`src/rtl/mem_port_arbiter.sv`:
```
// Single-port memory arbiter between instruction fetch (read-only) and data access (read/write).
// Data wins by default; an instruction request starved for STREAK data grants is forced through.
module mem_port_arbiter #(
   parameter int LAT    = 2,
   parameter int STREAK = 4
) (
   input  logic        clk,
   input  logic        reset,
   input  logic        i_req,
   input  logic [31:0] i_addr,
   output logic [31:0] i_rdata,
   output logic        i_done,
   input  logic        d_req,
   input  logic        d_wen,
   input  logic [31:0] d_addr,
   input  logic [31:0] d_wdata,
   output logic [31:0] d_rdata,
   output logic        d_done,
   output logic        mem_en,
   output logic        mem_wen,
   output logic [31:0] mem_addr,
   output logic [31:0] mem_wdata,
   input  logic [31:0] mem_rdata,
   output logic        busy,
   output logic [1:0]  owner
);

   typedef enum logic [1:0] {S_IDLE, S_I_RD, S_D_RD, S_D_WR} state_t;

   localparam logic [3:0] LAT_C    = 4'(LAT);
   localparam logic [3:0] STREAK_C = 4'(STREAK);
   localparam logic [1:0] OWN_NONE = 2'b00;
   localparam logic [1:0] OWN_I    = 2'b01;
   localparam logic [1:0] OWN_D    = 2'b10;

   state_t      r_state;
   logic [3:0]  r_cnt;
   logic [3:0]  r_streak;
   logic [31:0] r_i_rdata, r_d_rdata, r_mem_addr, r_mem_wdata;
   logic        r_i_done, r_d_done, r_mem_en, r_mem_wen, r_busy;
   logic [1:0]  r_owner;

   logic        w_grant_d;
   logic        w_done_now;

   assign w_grant_d  = d_req && !(i_req && (r_streak == STREAK_C));
   assign w_done_now = r_i_done || r_d_done;

   always_ff @(posedge clk or negedge reset) begin
      if (!reset) begin
         r_state     <= S_IDLE;
         r_cnt       <= '0;
         r_streak    <= '0;
         r_i_rdata   <= '0;
         r_d_rdata   <= '0;
         r_mem_addr  <= '0;
         r_mem_wdata <= '0;
         r_i_done    <= 1'b0;
         r_d_done    <= 1'b0;
         r_mem_en    <= 1'b0;
         r_mem_wen   <= 1'b0;
         r_busy      <= 1'b0;
         r_owner     <= OWN_NONE;
      end else begin
         r_mem_en  <= 1'b0;
         r_mem_wen <= 1'b0;
         r_i_done  <= 1'b0;
         r_d_done  <= 1'b0;
         case (r_state)
            S_IDLE: begin
               // A done cycle never grants so a requester still holding req is not re-served.
               if (!w_done_now) begin
                  if (w_grant_d) begin
                     r_state     <= d_wen ? S_D_WR : S_D_RD;
                     r_mem_en    <= 1'b1;
                     r_mem_wen   <= d_wen;
                     r_mem_addr  <= d_addr;
                     r_mem_wdata <= d_wdata;
                     r_cnt       <= LAT_C;
                     r_busy      <= 1'b1;
                     r_owner     <= OWN_D;
                     if (!i_req)
                        r_streak <= '0;
                     else if (r_streak != STREAK_C)
                        r_streak <= r_streak + 4'd1;
                  end else if (i_req) begin
                     r_state    <= S_I_RD;
                     r_mem_en   <= 1'b1;
                     r_mem_addr <= i_addr;
                     r_cnt      <= LAT_C;
                     r_busy     <= 1'b1;
                     r_owner    <= OWN_I;
                     r_streak   <= '0;
                  end
               end
            end
            S_I_RD, S_D_RD: begin
               // Counter reaches zero in the cycle mem_rdata is valid.
               if (r_cnt == 4'd0) begin
                  if (r_state == S_I_RD) begin
                     r_i_rdata <= mem_rdata;
                     r_i_done  <= 1'b1;
                  end else begin
                     r_d_rdata <= mem_rdata;
                     r_d_done  <= 1'b1;
                  end
                  r_state <= S_IDLE;
                  r_busy  <= 1'b0;
                  r_owner <= OWN_NONE;
               end else begin
                  r_cnt <= r_cnt - 4'd1;
               end
            end
            S_D_WR: begin
               r_d_done <= 1'b1;
               r_state  <= S_IDLE;
               r_busy   <= 1'b0;
               r_owner  <= OWN_NONE;
            end
            default: r_state <= S_IDLE;
         endcase
      end
   end

   assign i_rdata   = r_i_rdata;
   assign i_done    = r_i_done;
   assign d_rdata   = r_d_rdata;
   assign d_done    = r_d_done;
   assign mem_en    = r_mem_en;
   assign mem_wen   = r_mem_wen;
   assign mem_addr  = r_mem_addr;
   assign mem_wdata = r_mem_wdata;
   assign busy      = r_busy;
   assign owner     = r_owner;

endmodule

```
`config.mk`:
```
export PLATFORM = sky130hd
export DESIGN_NAME = mem_port_arbiter
export DESIGN_NICKNAME = d
export VERILOG_FILES = /design/src/rtl/mem_port_arbiter.sv
export SDC_FILE = /design/constraint.sdc
export NUM_CORES = 1
export LEC_CHECK = 0
export CAP_MARGIN = 20
export CORE_AREA = 2 2 108 131
export DETAILED_ROUTE_END_ITERATION = 16
export DIE_AREA = 0 0 110 133
export PLACE_DENSITY_LB_ADDON = 0.15
export SLEW_MARGIN = 15
export SYNTH_ARGS = -nofsm -noshare
export SYNTH_HDL_FRONTEND = slang
export SYNTH_SLANG_ARGS = --single-unit
```
`constraint.sdc`:
```
create_clock -name clk -period 4.87 [get_ports clk]
set_clock_uncertainty 0.15 [all_clocks]
set_input_delay 0.487 -clock clk [delete_from_list [all_inputs] [get_ports clk]]
set_output_delay 0.487 -clock clk [all_outputs]
set_load 0.05 [all_outputs]
```
Word level (Yosys, flattened, before mapping)
Index checks and enable logic that the tools add are counted.
{"block": "totals", "reg_bits": 145, "inputBits": 133, "out_inout_bits": 135, "word_cells": 81}
{"block": "op_classes", "addsub": 2, "eq_ne": 10, "n_mux": 38, "bitwise": 2, "reduce_logical": 16}
{"operator": "32-bit two-way mux", "n": 2}
{"operator": "4-bit two-way mux", "n": 8}
{"operator": "1-bit two-way mux", "n": 17}
{"operator": "3-bit AND reduction", "n": 5}
{"operator": "2-bit two-way mux", "n": 6}
{"operator": "2-bit one-hot mux with 3 select lines", "n": 2}
{"operator": "4-bit one-hot mux with 2 select lines", "n": 1}
{"operator": "4-bit AND reduction", "n": 2}
{"operator": "2-bit inequality test (second input constant)", "n": 3}
{"operator": "4-bit by 1-bit adder with 4-bit output (second input constant)", "n": 1}
{"operator": "2-bit equality test (second input constant)", "n": 2}
{"operator": "4-bit by 3-bit equality test with 1-bit output (second input constant)", "n": 1}
{"operator": "4-bit logical NOT", "n": 1}
{"operator": "4-bit by 3-bit inequality test with 1-bit output (second input constant)", "n": 1}
{"operator": "2-bit nonzero test", "n": 2}
{"operator": "4-bit by 1-bit subtractor with 4-bit output (second input constant)", "n": 1}
{"operator": "3-bit by 2-bit inequality test with 1-bit output (second input constant)", "n": 1}
{"operator": "3-bit inequality test (second input constant)", "n": 1}
{"operator": "1-bit one-hot mux with 3 select lines", "n": 1}
{"operator": "2-bit by 1-bit equality test with 1-bit output (second input constant)", "n": 1}
{"operator": "1-bit logical AND", "n": 2}
{"operator": "2-bit logical NOT", "n": 1}
{"operator": "1-bit NOT", "n": 2}
{"operator": "1-bit one-hot mux with 2 select lines", "n": 1}
{"operator": "other kinds (3)", "n": 3}

Logic depth before layout (Yosys ltp)
Gate-level depths: netlist of run 1.
{"block": "logic_depth", "word_depth": 7, "ltp_mapped": 9, "ltp_nobuf": 7}

Least setup slack after synthesis of run 1
OpenSTA, ideal clock, no wires.
{"block": "synth_path", "kind": "register -> register", "start": "register, netlist name owner[1]", "end": "register r_d_rdata[14] (netlist: d_rdata[14])", "setup_ns": 0.125, "arrival_time_ns": 1.793, "t_required_ns": 4.595, "setup_slack_ns": 2.802, "path_stages_with_launch": 9, "path_buffers": 3, "period_less_slack_ns": 2.068, "cell_sequence": "dfrtp_1 -> inv_1 -> ha_1 -> buf_4 -> and4bb_1 -> nor2b_1 -> buf_6 -> buf_6 -> mux2_2"}
{"element": "end signal: assignment", "line": "104", "source": "r_d_rdata <= mem_rdata;"}
{"element": "end: declaration", "line": "39", "source": "logic [31:0] r_i_rdata, r_d_rdata, r_mem_addr, r_mem_wdata;"}

==> results of run 1 <==
[final cells by class]
cell class	count	area (um^2)
multi-input cells	286	2110
inverters	10	37.54
clock inverters	4	70.07
repair buffers	272	2731
clock buffers	28	536.8
flip-flops and latches	144	3603
well taps	171	214.0
fillers	1020	4164
[flip-flops by register name, summed over array words and instances, names as in the netlist]
name / flops
mem_en: 1
owner: 2
d_done: 1
mem_wdata: 32
i_rdata: 32
r_state: 1
mem_addr: 32
i_done: 1
r_streak: 4
mem_wen: 1
r_cnt: 4
busy: 1
d_rdata: 32
[critical path, delay by kind of cell (launching register included)]
| kind | cells | cell delay [ns] |
|---|---|---|
| flops | 1 | 0.40 |
| fa+ha+maj | 1 | 0.44 |
| mux | 1 | 0.42 |
| buf+inv | 1 | 0.08 |
| simple gates | 2 | 1.13 |
[worst max-delay path by stage]
| stage | endpoint | slack, ns |
|---|---|---|
| after global placement | d_rdata[21] | 2.17 |
| after CTS | d_rdata[20] | 2.08 |
| after detailed placement | d_rdata[20] | 2.11 |
| final | d_rdata[18] | 2.12 |
| after global routing | d_rdata[3] | 1.93 |
| after floorplan | d_rdata[14] | 2.80 |
[Yosys cell counts (6+ instances only)]
cell type                    n  area share (%)
sky130_fd_sc_hd__a21oi_1    65             5.5
sky130_fd_sc_hd__a22o_1      6            0.89
sky130_fd_sc_hd__buf_2       8            0.68
sky130_fd_sc_hd__buf_6       7             1.3
sky130_fd_sc_hd__clkbuf_1    8            0.51
sky130_fd_sc_hd__dfrtp_1   144              61
sky130_fd_sc_hd__ha_1        7             1.5
sky130_fd_sc_hd__inv_1       9            0.57
sky130_fd_sc_hd__mux2_1     45             8.6
sky130_fd_sc_hd__mux2_2     51             9.7
sky130_fd_sc_hd__nand2_1    40             2.5
sky130_fd_sc_hd__nor2_1     41             2.6
[stage by stage]
stage	area, um^2	utilization [%]	power (W)
floorplan	5922	-	0.005035
global placement	8668	64.37	0.006466
detailed placement	8668	64.37	0.006556
CTS	9275	68.87	0.007888
global route	9303	69.08	0.008184
finish	9303	69.08	0.007821
[cell families (layout without fill, tap and decap cells)]
group | count (synthesis) | after routing
fa+ha+maj | 7 | 7
mux | 96 | 96
flops | 144 | 144
buf+inv | 37 | 314
compound gates | 85 | 85
simple gates | 98 | 98
[routing by layer]
metal / GRT usage (%) / vias to the layer above / wire [um]
met2: 37.32 / 202 / 8040
li1: - / 2138 / -
met3: 8.571 / 35 / 1455
met4: 9.845 / 0 / 417
met5: 0 / - / 0
met1: 22.34 / 2263 / 5593
[power breakdown]
group	switching (W)	total (W)	internal (W)
clock network	0.000462	0.00131	0.000849
registers	0.000317	0.00211	0.00179
logic	0.00286	0.00440	0.00155
==> results.cfg, run 1 <==
[floorplanning]
ioPinCount = 268
die-area_um2 = 14630
chipWidth_um = 110
initial_core_util_pct = 43.97
number_of_cell_rows = 47
chip_height_um = 133
coreArea_um2 = 13470

[synthesis]
synth_cells = 467
synth_top_family_by_area = multiplexers
primary_flip_flop_cell_chosen_by_synthesis_mapping = sky130_fd_sc_hd__dfrtp_1
synth_simple_gate_area_share_pct = 7.437
synth_compound_area_share_pct = 8.325
synth-adder-area-share_pct = 1.479
synth.ff_latch_count = 144
yosys-mux-area-fraction_pct = 18.25
synth_nets = 607
sequential_element_share_of_the_synthesized_area_pct = 60.85
synth_enable_flop_cells = 0
syn_area_um2 = 5922
yosys_warnings = 0
synth_async_reset_ratio_pct = 100.0
postSynthAreaPerCell_um2 = 12.68
synth_cell_type_count = 39
synth_xor_xnor_area_share_pct = 0

[global_route]
wire_length_of_the_first_global_routing_pass_um = 24000
grt.total_usage_pct = 21.52
number_of_antenna_violations_at_the_first_check_in_global_routing = 0
grt_start_max_net_pins = 103
final_global_route_overflow_total = 0
grt_pass1_vias = 4945

[run]
drv_cap = 0

[timing]
setup_repair_after_global_routing_missed_its_margin = no
fin_crit_ns = 2.753
number_of_setup_violations_in_the_final_report = 0
timing.final.max_slew_violations = 0
worstMarginPinSlew_ns = 1.026
worst_slack_ns = 2.117
finalCritPeriodShare_pct = 56.52
finalHoldViolCount = 0
setup-tns-final_ns = 0
worst_max_slew_margin_expressed_relative_to_the_limit_pct = 31.47
whs_ns = 0.01164
clock.fmax_ghz = 0.3633

[drt]
vias_per_cell = 5.069
drt_first_pass_iters = 5
routed_wl_um = 15510
drt-initial-drc-count = 186
route.vias.total = 4638
route.detailed.wl_per_inst_um = 16.95
remaining_drc_errors = 0
ant_nets = 0

[placement]
hpwl_um = 11230
port_buffers = 267
dp.cells = 882
routability_cong = 0.7736
post-place-ws_ns = 2.111

[setup_path]
cpPeakStageDelay_ns = 0.85
cp_cell_sequence = inv_1 -> ha_1 -> and4bb_1 -> nor2b_4 -> mux2_2
critPathLaunch = owner[1]
worst-setup-path-type = flop to flop
crit_fanout = 33
timing.reg2reg.setup_slack_ns = 2.12
cpMaxStageDelayCell = sky130_fd_sc_hd__nor2b_4
worst_ep_required_time_ns = 5.02
timing.critical_path.to_type = flop
reg2reg_depth = 5
regToRegStartpoint = owner[1]
timing.critical_path.from_type = flop
cp_data_arrival_time_ns = 2.90
crit-reg2reg-capture = d_rdata[18]

[status]
run_status = completed

[finish]
layout-area-overhead-vs-synth_pct = 57.09
fin_cells = 915
num_antenna_cells = 0
fin_nets = 871
most-common-layout-cells = 266 x sky130_fd_sc_hd__clkdlybuf4s50_1, 144 x sky130_fd_sc_hd__dfrtp_1, 65 x sky130_fd_sc_hd__a21oi_1, 51 x sky130_fd_sc_hd__mux2_2, 45 x sky130_fd_sc_hd__mux2_1
drive_gt1_share_pct = 12.50
most_common_library_cell_in_the_layout_ignoring_fill_and_taps = sky130_fd_sc_hd__clkdlybuf4s50_1

[clocking]
postCtsSetupRepairBufs = 0
cts_tree = yes
postCtsResizedCells = 0
clock_tree.htree_level_count = 4
path_clk_slew_ns = 0.06
cts_num_sinks = 144
worst_skew_pair.late_latency_ns = 0.42
cts_buffer_depth = 2
total_clock_buffers_created_by_cts = 17
hold_buffers = 0
ctsRootBufferMaster = sky130_fd_sc_hd__clkbuf_16

[power_and_ir_drop]
p_leak_nw = 3.964
ir_worst_vdd_mv = 0.4700
power_density_nw_per_um2 = 840.7

[min_path]
hold_class = input pin to async pin
(Power assumes the default switching activity.)
==> run 2: changes to the inputs <==
--- a/config.mk
+++ b/config.mk
@@ -6,9 +6,9 @@
 export NUM_CORES = 1
 export LEC_CHECK = 0
 export CAP_MARGIN = 20
-export CORE_AREA = 2 2 108 131
+export CORE_AREA = 2 2 117 142
 export DETAILED_ROUTE_END_ITERATION = 16
-export DIE_AREA = 0 0 110 133
+export DIE_AREA = 0 0 119 144
 export PLACE_DENSITY_LB_ADDON = 0.15
 export SLEW_MARGIN = 15
 export SYNTH_ARGS = -nofsm -noshare
==> constraint.sdc (replaced) <==
create_clock -name clk -period 2.3 [get_ports clk]
set_clock_uncertainty 0.15 [all_clocks]
set_input_delay 0.23 -clock clk [delete_from_list [all_inputs] [get_ports clk]]
set_output_delay 0.23 -clock clk [all_outputs]
set_load 0.05 [all_outputs]
==> run 2 against run 1 <==
  * Flip-flop and latch count stayed put
  * Global-route usage is 2.9 points lower
  * Register-to-register slack worse by 1.9 ns
  * Hold slack better by 0.17 ns
  * Largest power group unchanged
  * Critical endpoint is now i_done
  * Power is 110% higher
  * Combinational power is 110% higher
==> results.cfg, run 2 (synthesis gave the netlist of run 1 again) <==
[status]
run_status = completed

[drt]
ant_nets = 0
route.vias.total = 4578
vias_per_cell = 4.754
route.detailed.wl_per_inst_um = 16.15
remaining_drc_errors = 0
drt_first_pass_iters = 4
routed_wl_um = 15560
drt-initial-drc-count = 146

[placement]
routability_cong = 0.8394
port_buffers = 267
post-place-ws_ns = 0.1965
hpwl_um = 11370

[clocking]
ctsRootBufferMaster = sky130_fd_sc_hd__clkbuf_16
postCtsResizedCells = 0
clock_tree.htree_level_count = 4
worst_skew_pair.late_latency_ns = 0.41
cts_tree = yes
total_clock_buffers_created_by_cts = 17
cts_buffer_depth = 2
cts_num_sinks = 144
path_clk_slew_ns = 0.06

[power_and_ir_drop]
ir_worst_vdd_mv = 0.8795
p_leak_nw = 3.989
power_density_nw_per_um2 = 1754

[timing]
finalCritPeriodShare_pct = 92.05
setup_repair_after_global_routing_missed_its_margin = no
clock.fmax_ghz = 0.4723
fin_crit_ns = 2.117
worst_max_slew_margin_expressed_relative_to_the_limit_pct = 62.94
finalHoldViolCount = 0
worstMarginPinSlew_ns = 0.5541
worst_slack_ns = 0.1827
timing.final.max_slew_violations = 0
setup-tns-final_ns = 0
whs_ns = 0.1857
number_of_setup_violations_in_the_final_report = 0

[global_route]
final_global_route_overflow_total = 0
grt_pass1_vias = 4952
number_of_antenna_violations_at_the_first_check_in_global_routing = 0
wire_length_of_the_first_global_routing_pass_um = 24910
grt.total_usage_pct = 18.61
grt_start_max_net_pins = 56

[finish]
multi_input_comb_area_um2 = 2110
most_common_library_cell_in_the_layout_ignoring_fill_and_taps = sky130_fd_sc_hd__clkdlybuf4s50_1
layout.filler_cells = 1298
num_antenna_cells = 0
seq_area_um2 = 3603
layout-area-overhead-vs-synth_pct = 59.18
most-common-layout-cells = 266 x sky130_fd_sc_hd__clkdlybuf4s50_1, 144 x sky130_fd_sc_hd__dfrtp_1, 65 x sky130_fd_sc_hd__a21oi_1, 51 x sky130_fd_sc_hd__mux2_2, 45 x sky130_fd_sc_hd__mux2_1
drive_gt1_share_pct = 13.72
fin_nets = 880

[setup_path]
worst_setup_path_endpoint = i_done
cp_num_cells = 1
worst-setup-path-type = flop to primary output
crit-reg2reg-capture = d_rdata[14]
cp_cell_sequence = clkdlybuf4s50_1
reg2reg_depth = 6
critical_path_buf_inv_count = 1
path_delay_family = buffers and inverters
worst_ep_required_time_ns = 1.92
timing.critical_path.to_type = primary output
cp_data_arrival_time_ns = 1.74
cpPeakStageDelay_ns = 0.87
cpMaxStageDelayCell = sky130_fd_sc_hd__clkdlybuf4s50_1
timing.critical_path.from_type = flop
crit_fanout = 3
timing.reg2reg.setup_slack_ns = 0.26
regToRegStartpoint = owner[1]
critPathLaunch = i_done

[floorplanning]
ioPinCount = 268
die-area_um2 = 17140
number_of_cell_rows = 51
chip_height_um = 144
coreArea_um2 = 15890
chipWidth_um = 119
initial_core_util_pct = 37.27

[min_path]
hold_class = input pin to async pin

[run]
drv_cap = 0
run 2: cell count changes in the layout (fill, tap and decap cells not counted):
cell                            before  now
sky130_fd_sc_hd__buf_4               4    9
sky130_fd_sc_hd__clkinvlp_4          0    5
sky130_fd_sc_hd__buf_12              0    4
sky130_fd_sc_hd__clkbuf_1            4    0
sky130_fd_sc_hd__clkbuf_8            7    3
sky130_fd_sc_hd__buf_16              1    0
sky130_fd_sc_hd__clkinv_2            2    3
sky130_fd_sc_hd__dlygate4sd3_1       0    1
run 2: how the worst min path moves through the flow:
stage / cells after the start / end / slack (ns) / startpoint
after global routing: 3 / mem_addr[27] / 0.20 / i_addr[27]
after floorplan: 0 / busy / -0.22 / reset
after global placement: 1 / mem_wdata[7] / 0.06 / reset
final: 2 / mem_wdata[8] / 0.19 / reset
after detailed placement: 1 / mem_wdata[10] / 0.06 / reset
after CTS: 3 / mem_addr[27] / 0.19 / i_addr[27]
run 2: cell type report:
class	instances	share of cell area, %
well taps	212	2.814
inverters	10	0.3982
multi-input cells	286	22.38
clock inverters	10	1.195
repair buffers	281	30.04
clock buffers	20	4.951
flip-flops and latches	144	38.23
run 2: power breakdown:
group / leakage [nW] / internal [W] / switching (W)
Sequential: 1.71 / 0.00379 / 0.000658
Combinational: 2.01 / 0.00335 / 0.00605
Clock: 0.272 / 0.00166 / 0.00102
run 2: per-layer routing:
layer / wire length [um] / vias up / share of wire [%] / global-route usage [%]
li1: - / 2154 / - / -
met1: 5999 / 2213 / 39 / 20.19
met2: 8156 / 185 / 52 / 33.42
met3: 1105 / 26 / 7.1 / 6.625
met4: 295 / 0 / 1.9 / 7.018
met5: 0 / - / 0 / 0
run 2: metrics by stage:
step	instances	total power (W)	util (%)	cell area, um^2
after floorplan	467	0.01066	-	5922
after global placement	932	0.01377	55.62	8837
after detailed placement	932	0.01397	55.62	8837
after CTS	963	0.01673	59.33	9427
after global routing	963	0.01737	59.33	9427
final	963	0.01653	59.33	9427
run 2: repair_timing:
item                      CTS  global route
hold endpoints to repair   48             0
hold buffers                1             0
buffers inserted            0             0
==> run 3: changes to the inputs <==
--- a/config.mk
+++ b/config.mk
@@ -9,6 +9,7 @@
 export CORE_AREA = 2 2 117 142
 export DETAILED_ROUTE_END_ITERATION = 16
 export DIE_AREA = 0 0 119 144
+export GPL_TIMING_DRIVEN = 0
 export PLACE_DENSITY_LB_ADDON = 0.15
 export SLEW_MARGIN = 15
 export SYNTH_ARGS = -nofsm -noshare
==> run 3 against run 2 <==
  * Count of clock-buffer cells in the layout down 3
  * Non-clock buffer count increased by 23
  * Register-to-register slack got worse by 0.21 ns
  * Hold slack got worse by 0.025 ns
  * Sequential share of layout area fell by 1.0 points
  * Cell area rose by 2.8%
  * Largest cell class unchanged
==> results.cfg, run 3 (synthesis gave the netlist of run 1 again) <==
[setup_path]
timing.reg2reg.setup_slack_ns = 0.05
timing.critical_path.from_type = flop
cpMaxStageDelayCell = sky130_fd_sc_hd__dfrtp_1
regToRegStartpoint = owner[1]
worst-setup-path-type = flop to flop
cp_cell_sequence = inv_2 -> ha_1 -> buf_6 -> and4bb_2 -> nor2b_4 -> buf_8 -> clkbuf_16 -> mux2_1
cpPeakStageDelay_ns = 0.41
reg2reg_depth = 8
critPathLaunch = owner[1]
cp_data_arrival_time_ns = 2.39
worst_ep_required_time_ns = 2.44
crit_fanout = 10
timing.critical_path.to_type = flop

[placement]
routability_cong = 0.8108
hpwl_um = 11900
port_buffers = 267

[power_and_ir_drop]
clock_power_share_pct = 17.2
power.net_switching_w = 0.007883
ir_worst_vdd_mv = 0.8110
internal-power_w = 0.009114
p_leak_nw = 4.118
p_sw_share_pct = 46.38
comb_power_share_pct = 56.6
power.share.sequential_pct = 26.2
power_density_nw_per_um2 = 1754

[clocking]
ctsRootBufferMaster = sky130_fd_sc_hd__clkbuf_16
worst_skew_pair.late_latency_ns = 0.41
cts_num_sinks = 144
cts_tree = yes
path_clk_slew_ns = 0.06
total_clock_buffers_created_by_cts = 17
cts_buffer_depth = 2
clock_tree.htree_level_count = 4

[timing]
whs_ns = 0.1611
timing.final.max_slew_violations = 0
finalHoldViolCount = 0
setup-tns-final_ns = 0
fin_crit_ns = 2.254
finalCritPeriodShare_pct = 98.02
worstMarginPinSlew_ns = 0.5464
worst_max_slew_margin_expressed_relative_to_the_limit_pct = 63.46
number_of_setup_violations_in_the_final_report = 0
clock.fmax_ghz = 0.4436

[drt]
routed_wl_um = 16040
remaining_drc_errors = 0
drt-initial-drc-count = 144
vias_per_cell = 4.786
route.vias.total = 4729
route.detailed.wl_per_inst_um = 16.24
ant_nets = 0
drt_first_pass_iters = 4

[global_route]
wire_length_of_the_first_global_routing_pass_um = 25530
number_of_antenna_violations_at_the_first_check_in_global_routing = 0
final_global_route_overflow_total = 0
grt_start_max_net_pins = 98
grt_pass1_vias = 5042
grt.total_usage_pct = 18.95

[status]
run_status = completed

[floorplanning]
initial_core_util_pct = 37.27
die-area_um2 = 17140
chip_height_um = 144
number_of_cell_rows = 51
chipWidth_um = 119
ioPinCount = 268
coreArea_um2 = 15890

[finish]
fin_nets = 903
drive_gt1_share_pct = 15.98
layout-area-overhead-vs-synth_pct = 63.66
most_common_library_cell_in_the_layout_ignoring_fill_and_taps = sky130_fd_sc_hd__clkdlybuf4s50_1
most-common-layout-cells = 265 x sky130_fd_sc_hd__clkdlybuf4s50_1, 144 x sky130_fd_sc_hd__dfrtp_1, 65 x sky130_fd_sc_hd__a21oi_1, 51 x sky130_fd_sc_hd__mux2_2, 45 x sky130_fd_sc_hd__mux2_1
num_antenna_cells = 0

[run]
drv_cap = 0

[min_path]
hold_class = input pin to async pin
-- run 3: cell count changes in the layout (fill, tap and decap cells not counted), sizes merged, moves of 2 or more --
cell and delta:
clkinvlp -2, bufinv +2, buf +13, clkinv +4, clkbuf +8
-- run 3: layout make-up --
class / instances / area, um^2
fillers: 1291 / 6197
clock inverters: 15 / 212.7
repair buffers: 277 / 2825
multi-input cells: 286 / 2112
flip-flops and latches: 144 / 3603
clock buffers: 17 / 425.4
well taps: 212 / 265.3
plain buffers: 27 / 210.2
inverters: 10 / 37.54
-- run 3: critical path: cells and delay by family, from the launching register on --
| kind | cells | cell delay (ns) |
|---|---|---|
| fa+ha+maj | 1 | 0.29 |
| buf+inv | 4 | 0.51 |
| flops | 1 | 0.41 |
| mux | 1 | 0.32 |
| simple gates | 2 | 0.47 |
-- run 3: metrics by stage --
stage	instance area (um^2)	total power (W)	setup WS (ns)	instances	util (%)
after CTS	9553	0.01705	0.007051	980	60.12
final	9692	0.01700	0.04558	988	61.00
after global placement	8860	0.01384	-4.869	946	55.76
after floorplan	5922	0.01066	0.2320	467	-
after detailed placement	8892	0.01405	-0.08774	947	55.96
after global routing	9692	0.01783	-0.02273	988	61.00
-- run 3: metal layers --
layer / GRT usage [%] / part of all wire, % / routed length, um
met3: 7.098 / 7.5 / 1202
met2: 32.64 / 51 / 8234
met1: 21.17 / 38 / 6158
met4: 8.020 / 2.8 / 446
met5: 0 / 0 / 0
-- run 3: worst paths after layout --
path,to
worst max-delay path,d_rdata[12]
worst min-delay path,mem_wdata[7]
worst max register to register,d_rdata[12]
worst min register to register,d_rdata[5]
max in group asynchronous,r_cnt[1]
min in group clk,mem_addr[20]
-- run 3: power groups by stage --
stage	logic, W	registers [W]	clock network [W]
after CTS	0.00959	0.00446	0.00300
after global placement	0.00943	0.00441	0
after detailed placement	0.00956	0.00449	0
after global routing	0.0101	0.00461	0.00312
final	0.00962	0.00445	0.00292
after floorplan	0.00209	0.00857	0
-- run 3: what timing repair did --
action	in CTS	in global routing
setup buffers	0	4
cloned	0	4
setup endpoints to repair	29	30
endpoints found under the hold margin	47	0
hold buffers	1	0
gates resized for setup	5	11
pin swaps	1	0
